## src/rtl/output_layer_classifier_if.sv

```systemverilog
// Port bundle between the output-layer classifier, the hidden layer feeding it
// and the downstream consumer of the winning class.
interface output_layer_classifier_if #(
   parameter int unsigned N_HIDDEN = 10,
   parameter int unsigned N_OUT    = 10,
   parameter int unsigned DW       = 16
);
   logic                       start;
   logic [N_HIDDEN-1:0]        hidden_mac_valid;
   logic signed [DW-1:0]       hidden_relu_out [N_HIDDEN];
   logic [N_HIDDEN-1:0]        hidden_relu_valid;
   logic signed [DW-1:0]       weights_out [N_HIDDEN][N_OUT];
   logic signed [DW-1:0]       biases_out [N_OUT];
   logic                       busy;
   logic                       class_valid;
   logic                       class_ready;
   logic [3:0]                 class_out;
   logic signed [DW-1:0]       class_score;
   logic                       err_timeout;

   modport master (
      input  start, hidden_relu_out, hidden_relu_valid, weights_out, biases_out, class_ready,
      output hidden_mac_valid, busy, class_valid, class_out, class_score, err_timeout
   );

   modport slave (
      output start, hidden_relu_out, hidden_relu_valid, weights_out, biases_out, class_ready,
      input  hidden_mac_valid, busy, class_valid, class_out, class_score, err_timeout
   );
endinterface

```

## src/rtl/output_layer_classifier.sv

```systemverilog
// Requests one hidden-layer evaluation, captures the activations, runs a serial
// fixed-point MAC over the output layer and presents the argmax class.
module output_layer_classifier #(
   parameter int unsigned N_HIDDEN = 10,
   parameter int unsigned N_OUT    = 10,
   parameter int unsigned DW       = 16,
   parameter int unsigned FRAC     = 8,
   parameter int unsigned ACC_W    = 40,
   parameter int unsigned TIMEOUT  = 255
) (
   input  logic                       clk,
   input  logic                       reset,
   output_layer_classifier_if.master  bus
);
   localparam int unsigned IW = (N_HIDDEN > 1) ? $clog2(N_HIDDEN) : 1;
   localparam int unsigned OW = (N_OUT > 1) ? $clog2(N_OUT) : 1;
   localparam int unsigned TW = $clog2(TIMEOUT + 1);
   localparam int unsigned PW = 2 * DW;
   localparam logic signed [ACC_W-1:0] SAT_MAX = ACC_W'((64'sd1 <<< (DW - 1)) - 64'sd1);
   localparam logic signed [ACC_W-1:0] SAT_MIN = ~SAT_MAX;

   typedef enum logic [2:0] {IDLE, REQ, WAIT, MAC, DONE} state_t;

   state_t                   state;
   logic [N_HIDDEN-1:0]      mask;
   logic signed [DW-1:0]     h_reg [N_HIDDEN];
   logic [TW-1:0]            wait_cnt;
   logic [IW-1:0]            i_cnt;
   logic [OW-1:0]            j_cnt;
   logic signed [ACC_W-1:0]  acc;
   logic signed [DW-1:0]     best_score;
   logic [OW-1:0]            best_idx;

   logic signed [PW-1:0]     prod;
   logic signed [ACC_W-1:0]  acc_base;
   logic signed [ACC_W-1:0]  acc_sum;
   logic signed [ACC_W-1:0]  acc_shr;
   logic signed [DW-1:0]     score;
   logic signed [DW-1:0]     win_score;
   logic [OW-1:0]            win_idx;
   logic                     take;
   logic [N_HIDDEN-1:0]      new_mask;

   // MAC datapath: bias seeds the accumulator on the first hidden index of each output
   always_comb begin
      prod     = PW'(h_reg[i_cnt]) * PW'(bus.weights_out[i_cnt][j_cnt]);
      acc_base = (i_cnt == '0) ? (ACC_W'(bus.biases_out[j_cnt]) <<< FRAC) : acc;
      acc_sum  = acc_base + ACC_W'(prod);
      acc_shr  = acc_sum >>> FRAC;
      if (acc_shr > SAT_MAX) begin
         score = SAT_MAX[DW-1:0];
      end else if (acc_shr < SAT_MIN) begin
         score = SAT_MIN[DW-1:0];
      end else begin
         score = acc_shr[DW-1:0];
      end
      // strict compare keeps the lowest index on ties
      take      = (j_cnt == '0) || (score > best_score);
      win_score = take ? score : best_score;
      win_idx   = take ? j_cnt : best_idx;
      new_mask  = mask | bus.hidden_relu_valid;
   end

   always_ff @(posedge clk or negedge reset) begin
      if (!reset) begin
         state                <= IDLE;
         mask                 <= '0;
         wait_cnt             <= '0;
         i_cnt                <= '0;
         j_cnt                <= '0;
         acc                  <= '0;
         best_score           <= '0;
         best_idx             <= '0;
         for (int k = 0; k < N_HIDDEN; k++) h_reg[k] <= '0;
         bus.hidden_mac_valid <= '0;
         bus.busy             <= 1'b0;
         bus.class_valid      <= 1'b0;
         bus.class_out        <= '0;
         bus.class_score      <= '0;
         bus.err_timeout      <= 1'b0;
      end else begin
         case (state)
            IDLE: begin
               if (bus.start) begin
                  state                <= REQ;
                  bus.busy             <= 1'b1;
                  bus.err_timeout      <= 1'b0;
                  bus.hidden_mac_valid <= '1;
               end
            end
            REQ: begin
               bus.hidden_mac_valid <= '0;
               mask                 <= '0;
               wait_cnt             <= '0;
               state                <= WAIT;
            end
            WAIT: begin
               for (int k = 0; k < N_HIDDEN; k++) begin
                  if (bus.hidden_relu_valid[k]) h_reg[k] <= bus.hidden_relu_out[k];
               end
               mask <= new_mask;
               if (&new_mask) begin
                  i_cnt <= '0;
                  j_cnt <= '0;
                  state <= MAC;
               end else if (wait_cnt == TW'(TIMEOUT - 1)) begin
                  bus.err_timeout <= 1'b1;
                  bus.busy        <= 1'b0;
                  state           <= IDLE;
               end else begin
                  wait_cnt <= wait_cnt + TW'(1);
               end
            end
            MAC: begin
               acc <= acc_sum;
               if (i_cnt == IW'(N_HIDDEN - 1)) begin
                  i_cnt      <= '0;
                  best_score <= win_score;
                  best_idx   <= win_idx;
                  if (j_cnt == OW'(N_OUT - 1)) begin
                     bus.class_out   <= 4'(win_idx);
                     bus.class_score <= win_score;
                     bus.class_valid <= 1'b1;
                     state           <= DONE;
                  end else begin
                     j_cnt <= j_cnt + OW'(1);
                  end
               end else begin
                  i_cnt <= i_cnt + IW'(1);
               end
            end
            DONE: begin
               if (bus.class_ready) begin
                  bus.class_valid <= 1'b0;
                  bus.busy        <= 1'b0;
                  state           <= IDLE;
               end
            end
            default: state <= IDLE;
         endcase
      end
   end
endmodule

```

## src/flat_wrapper.sv

```systemverilog
// flat-port wrapper written by rule: the top's interface ports become plain ports
module output_layer_classifier_flat 
#(
   parameter int unsigned N_HIDDEN = 10,
   parameter int unsigned N_OUT    = 10,
   parameter int unsigned DW       = 16,
   parameter int unsigned FRAC     = 8,
   parameter int unsigned ACC_W    = 40,
   parameter int unsigned TIMEOUT  = 255
)
  (clk, reset, bus_start, bus_hidden_relu_out, bus_hidden_relu_valid, bus_weights_out, bus_biases_out, bus_class_ready, bus_hidden_mac_valid, bus_busy, bus_class_valid, bus_class_out, bus_class_score, bus_err_timeout);
  output_layer_classifier_if #(.N_HIDDEN(N_HIDDEN), .N_OUT(N_OUT), .DW(DW)) bus_i ();
  input  logic clk;
  input  logic reset;
  input wire logic [$bits(bus_i.start)-1:0] bus_start;
  input wire logic [$bits(bus_i.hidden_relu_out)-1:0] bus_hidden_relu_out;
  input wire logic [$bits(bus_i.hidden_relu_valid)-1:0] bus_hidden_relu_valid;
  input wire logic [$bits(bus_i.weights_out)-1:0] bus_weights_out;
  input wire logic [$bits(bus_i.biases_out)-1:0] bus_biases_out;
  input wire logic [$bits(bus_i.class_ready)-1:0] bus_class_ready;
  output wire logic [$bits(bus_i.hidden_mac_valid)-1:0] bus_hidden_mac_valid;
  output wire logic [$bits(bus_i.busy)-1:0] bus_busy;
  output wire logic [$bits(bus_i.class_valid)-1:0] bus_class_valid;
  output wire logic [$bits(bus_i.class_out)-1:0] bus_class_out;
  output wire logic [$bits(bus_i.class_score)-1:0] bus_class_score;
  output wire logic [$bits(bus_i.err_timeout)-1:0] bus_err_timeout;
  assign bus_i.start = bus_start;
  assign bus_i.hidden_relu_out = {>>{bus_hidden_relu_out}};
  assign bus_i.hidden_relu_valid = bus_hidden_relu_valid;
  assign bus_i.weights_out = {>>{bus_weights_out}};
  assign bus_i.biases_out = {>>{bus_biases_out}};
  assign bus_i.class_ready = bus_class_ready;
  assign bus_hidden_mac_valid = bus_i.hidden_mac_valid;
  assign bus_busy = bus_i.busy;
  assign bus_class_valid = bus_i.class_valid;
  assign bus_class_out = bus_i.class_out;
  assign bus_class_score = bus_i.class_score;
  assign bus_err_timeout = bus_i.err_timeout;
  output_layer_classifier #(.N_HIDDEN(N_HIDDEN), .N_OUT(N_OUT), .DW(DW), .FRAC(FRAC), .ACC_W(ACC_W), .TIMEOUT(TIMEOUT)) u_core (.clk(clk), .reset(reset), .bus(bus_i));
endmodule
```

## config.mk

```make
export PLATFORM = sky130hd
export DESIGN_NAME = output_layer_classifier_flat
export DESIGN_NICKNAME = d
export VERILOG_FILES = /design/src/rtl/output_layer_classifier_if.sv /design/src/rtl/output_layer_classifier.sv /design/src/flat_wrapper.sv
export SDC_FILE = /design/constraint.sdc
export NUM_CORES = 2
export LEC_CHECK = 0
export ABC_AREA = 1
export BUFFER_PORTS_ARGS = -buffer_cell sky130_fd_sc_hd__buf_2
export CORE_AREA = 8 8 756 758
export DETAILED_ROUTE_END_ITERATION = 10
export DIE_AREA = 0 0 764 766
export HOLD_SLACK_MARGIN = 0.1
export PLACE_DENSITY = 0.3
export SLEW_MARGIN = 15
export SYNTH_ARGS = -nofsm -noshare
export SYNTH_HDL_FRONTEND = slang
export SYNTH_SLANG_ARGS = --single-unit
```

## constraint.sdc

```tcl
create_clock -name clk -period 19.8 [get_ports clk]
set_input_delay 2.97 -clock clk [delete_from_list [all_inputs] [get_ports clk]]
set_output_delay 2.97 -clock clk [all_outputs]
set_load 0.05 [all_outputs]
```

---- Yosys cells after proc, flatten, opt, wreduce, memory -nomap -nowiden ----
Cells that the tools add are included.
Widths: inputs -> output; s select.
storage, ports and cells
  input bits .............................. 1,934
  word-level logic and storage cells ...... 133
  register bits after elaboration ......... 282
cells by class
  equal/unequal tests ..................... 17
  muxes and demuxes ....................... 48
  bitwise operators ....................... 3
  add/subtract/negate cells ............... 4
  order comparisons ....................... 5
  $mul .................................... 1
  reduce and logical (&&, ||, !) cells .... 31
operators with widths
  kind                  number
  $bmux 160 s4          1
  $mux 160              2
  $bmux 16 s4           3
  $mux 16               9
  $add 40x32->40        1
  $mux 40               1
  $pmux 10 s2           2
  $gt 32x16->1 const B  1
  $lt 32x16->1 const B  1
  $mul 16x16->32        1
  $reduce_and 2->1      13
  $mux 4                5
  $mux 3                6
  $gt 16x16->1          1
  $mux 8                2
  $pmux 4 s2            2
  $pmux 8 s2            1
  $pmux 3 s5            1
  $reduce_and 4->1      3
  $ge 5x5->1 const B    2
  $mux 10               1
  $ne 2x2->1 const B    5
  $not 4->5             2
  $or 10x10->10         1
  20 further kinds      42

---- Depth between registers and ports, before layout ----
  depth in word-level cells ............... 15
  depth in mapped cells ................... 63

---- Worst setup path before layout ----
Ideal clock, no wire load.
  kind .................................... input port to flip-flop
  from .................................... in bus_weights_out[721]
  to ...................................... reg u_core.bus.class_score[10]
  arrival ................................. 11.328 ns
  stages on the path ...................... 46
  setup slack ............................. 8.354 ns
  data required time ...................... 19.682 ns
  cells stage by stage .................... o21ai_0 -> o22ai_1 -> a22oi_1 -> nand3_1 -> nand3_1 -> a31oi_1 -> a311o_2 -> buf_6 -> nand2_1 -> fa_1 -> inv_1 -> fa_1 -> inv_1 -> fa_1 -> fa_1 -> inv_1 -> fa_1 -> inv_1 -> (+10 left out) -> nand2_2 -> inv_2 -> nand2_1 -> buf_2 -> nand2_1 -> ha_1 -> inv_1 -> o21bai_1 -> a31oi_1 -> o221ai_1 -> a21oi_1 -> o21ai_0 -> nand2_1 -> nand2_1 -> clkbuf_1 -> nand3_1 -> nand3_1 -> nand2_1
on the way
  cells in the longest elaborated chain, start to end .. 14
  elaborated cells on any way between the ends .. 15
  those cells by class .................... add/sub (1); mul (1); order compare (3); mux (9); reduce/logical (1)
ends and longest elaborated chain
  item                                            line                              RTL
  start: declaration                              flat_wrapper.sv:18                input wire logic [$bits(bus_i.weights_out)-1:0] bus_weights_out;
  $bmux 160 s4 *                                  output_layer_classifier.sv:46     prod = PW'(h_reg[i_cnt]) * PW'(bus.weights_out[i_cnt][j_cnt]);
  $mux 160 (not written as such) * (2 in series)  output_layer_classifier.sv:46
  $bmux 16 s4 *                                   output_layer_classifier.sv:46
  $mux 16 (not written as such) * (2 in series)   output_layer_classifier.sv:46
  $mul 16x16->32 *                                output_layer_classifier.sv:46
  $add 40x32->40 *                                output_layer_classifier.sv:48     acc_sum = acc_base + ACC_W'(prod);
  $lt 32x16->1                                    output_layer_classifier.sv:52     end else if (acc_shr < SAT_MIN) begin
  $mux 16                                         output_layer_classifier.sv:52
  $mux 16 *                                       output_layer_classifier.sv:50     if (acc_shr > SAT_MAX) begin
  $gt 16x16->1                                    output_layer_classifier.sv:58     take = (j_cnt == '0) || (score > best_score);
  $logic_or 1x1->1                                output_layer_classifier.sv:58
  $mux 16 *                                       output_layer_classifier.sv:59     win_score = take ? score : best_score;
  end signal: assignment                          output_layer_classifier.sv:122    bus.class_score <= win_score;
  end: declaration                                output_layer_classifier_if.sv:23  output hidden_mac_valid, busy, class_valid, class_out, class_score, err_timeout
Mark *: on every way between the ends. The rest lies on a longest branch, timed or not. The select of a mux whose other input is x is not followed.
A chain may end at the register's enable or synchronous reset.

---- Worst setup path in the final report ----
  from .................................... in bus_weights_out[673]
  to ...................................... reg u_core.bus.class_score[0]
The elaborated chain is that of the path after synthesis.

==> summary.md <==
| Metric | Value |
|---|---|
| Num CTS Buffers | 38 |
| Pre-CTS WS | 3033 ps |
| Synthesized flop and latch total | between 200 and 300 |
| Row cnt | 275 |
| Total setup buffers inserted after CTS | 0 |
| Async set or reset register ratio after synthesis | 100.0% |
| Final hold violation count | 0 |
| Critical R2R Capture | u_core.bus.class_score[0] |
| Register area share after synthesis | 16.25% |
| RSZ-0062 raised after global routing | false |
| # setup viols final | 0 |
| RR Startpoint | u_core.i_cnt[0] |
| DR DRC count | 0 |
| Buffers plus inverters on the worst setup path | 6 |
| Drt pass-1 iters | 7 |
| Max reg flops | 160 |
| Via count | 59550 |
| Number of antenna violations at the first check in global routing | 727 |
| Post-route ant nets | 0 |
| Fin. max-slew vios | 0 |
| Number of synthesized flops with an enable pin | 0 |
| Dpl hpwl | 567200 µm |
| Post-synthesis cell area | about 0.042 mm² |
| Max incr delay on CP | about 860 ps |
| Core ar. | 0.5591 mm² |
| Syn avg cell area | between 6 and 7 µm² |
| Global route overflow | 0 |
| CTS hold repair buffers | 0 |
| Die H | 766 µm |
| Synthesis warning total | 0 |
| Largest net degree at the start of global routing | 135 |
| Clock sink count | 273 |
| Post-Syn Nets | between 8000 and 9000 |
| TritonCTS clock tree | yes |
| Final Util | 11.51% |
| Hold Path Class | flop to flop |
| Die Area | 0.5852 mm² |
| Worst setup path class | input port to flop |
| Max-Cap Viols | 0 |
| Syn Inst Count | approximately 6400 |
| CP Launch Point | bus_weights_out[673] |
| Worst endpoint required time | 20300 ps |
| Nets | 10550 |
| Cell mode on critical path | nand2_1 |
| Initial drt markers | about 6200 |
| Worst r2r path cells | 49 |
| Port bufs | 1966 |
| Worst setup EP type | flop |
| Crit path max-delay family | simple AND/OR/NAND/NOR gates |
| # fillers | 66600 |
| Status | completed |
| Post-cts sizing count | 0 |
| Final period util | roughly four fifths |
| Share of layout cells above drive strength 1 | 29.56% |
| Fmax | 62.23 MHz |
| Worst Path Max Fanout | 30 |
| DIE WIDTH | 764 µm |
| Worst Clk Skew | 39.37 ps |
| Final wirelength | 636900 µm |
| TNS Setup | 0 ps |
| # H-tree levels | 2 |
| Vias per inst | 3.580 |
| Slowest cell on the critical path | o22ai_1 |
| Min cycle time layout | 16070 ps |
| Synth cell types | 54 |
| FF-to-FF setup slack | between 3000 and 4000 ps |
| Commonest cells after routing, fill and taps aside | 1965 x buf_2, 1518 x nand2_1, 831 x nor2_1, 829 x o21ai_0, 705 x inv_1 |
| Mean routed wirelength per cell | 38.29 µm |
| Clock slew at reported path FFs | 60 ps |
| Initial Util | 7.520% |
| Worst Max-Slew Pin Slew | 1399 ps |
| Relative slew slack | 5.773% |
| Worst Slack Setup Final | 3731 ps |
| DRT met1 WL | ~250000 µm |
| CTS root buf | clkbuf_16 |
| GRT Overall Usage | between 20 and 25% |
| Global placement routability congestion | 1.001 |
| Crit path to | u_core.bus.class_score[0] |
| Number of global-route vias before repair | 57690 |
| Clock latency on the worst-skew pair | 610 ps |
| Startpoint types | input port |
| Clock buffer depth | 3 |
| Met2 Wirelength | between 200000 and 300000 µm |
| Critical path arrival | 16560 ps |
| WL met3 | ~67000 µm |
| Worst path depth | 47 |
| Most used DFF post-synth | dfrtp_1 |
| Boundary Pins | 1967 |
| Synthesis-to-layout area growth | 53.04% |
| Global-route wire length before repair | around 760000 µm |
| Commonest non-fill, non-tap cell in the layout | buf_2 |
| Highest routed metal layer | met5 |
==> kinds of logic after synthesis <==
group                      Yosys count  share of synthesized area [%]
and+or+nand+nor                   2709                          25.55
AOI/OAI and AO/OA                 1616                          21.73
buffers and inverters             1189                          11.75
adders and majority gates          469                          19.85
DFF                                273                          16.25
muxes                              161                          4.309
xor gates and xnor gates            27                         0.5624
==> cell usage after synthesis (5+ instances only) <==
master | instances | area (µm²)
inv_1 | 707 | 2654
inv_2 | 12 | 45.04
o221ai_1 | 25 | 219.0
dfrtp_1 | 273 | 6832
buf_4 | 55 | 412.9
xnor2_1 | 12 | 105.1
ha_1 | 139 | 1739
nor3_1 | 19 | 95.09
or2_2 | 11 | 68.82
nor2_1 | 835 | 3134
xor2_1 | 15 | 131.4
a22oi_1 | 81 | 608.1
buf_6 | 10 | 112.6
and3_1 | 10 | 62.56
nand3_1 | 267 | 1336
buf_1 | 35 | 131.4
fa_1 | 330 | 6606
o211ai_1 | 23 | 172.7
a221oi_1 | 24 | 210.2
clkinv_1 | 7 | 26.28
mux2_2 | 160 | 1802
nand3_2 | 11 | 110.1
o22ai_1 | 349 | 2183
o31ai_1 | 7 | 52.55
a211oi_1 | 11 | 82.58
nand4_1 | 20 | 125.1
clkbuf_1 | 206 | 773.2
o21ai_1 | 8 | 40.04
nand2_1 | 1520 | 5705
a21oi_1 | 211 | 1056
o21ai_0 | 837 | 4189
a32o_1 | 5 | 50.05
a31oi_1 | 12 | 75.07
buf_2 | 157 | 785.8
==> routing by layer <==
| metal | GRT usage, % | vias up |
|---|---|---|
| met4 | 8.283 | 268 |
| met3 | 8.323 | 1142 |
| li1 | - | 25640 |
| met1 | 24.64 | 29070 |
| met2 | 33.28 | 3436 |
| met5 | 0 | - |
==> worst min-delay path, cell delays in order (launching register included) <==
cell,delay (ps)
dfrtp_1,340
nand2_1,50
nand2_1,50
==> metrics by stage <==
| stage | cells | area, µm² | hold WS [ps] |
|---|---|---|---|
| after floorplan | 6444 | 42050 | 443.7 |
| after global placement | 15580 | 60590 | 458.9 |
| after detailed placement | 15580 | 60610 | 461.7 |
| after CTS | 15650 | 61870 | 477.3 |
| after global routing | 16160 | 63160 | 488.3 |
| final | 16630 | 64350 | 478.5 |
==> how the worst min path moves through the flow <==
stage                                       endpoint  slack [ps]  cells after the start                       start
after global placement                u_core.acc[22]         460                      2              u_core.acc[22]
final                     u_core.bus.class_score[11]         480                      2  u_core.bus.class_score[11]
after global routing                   u_core.acc[9]         490                      2               u_core.acc[9]
after CTS                              u_core.acc[9]         480                      2               u_core.acc[9]
after detailed placement               u_core.acc[9]         460                      2               u_core.acc[9]
after floorplan                       u_core.acc[15]         440                      2              u_core.acc[15]
==> final cells by class <==
type / instances / area (µm²) / share of cell area (%)
timing repair buffer: 2121 / 11230 / 17.45
tap: 7479 / 9358 / 14.54
antenna: 987 / 2470 / 3.838
multi-input combinational: 4982 / 30410 / 47.25
sequential: 273 / 6858 / 10.66
clock buffer: 49 / 1064 / 1.653
clock inverter: 16 / 198.9 / 0.3092
inverter: 726 / 2764 / 4.295
Power is left out: the tool's default activity adds up to more than one toggle a clock period on the data nets, which glitch-free logic cannot reach.
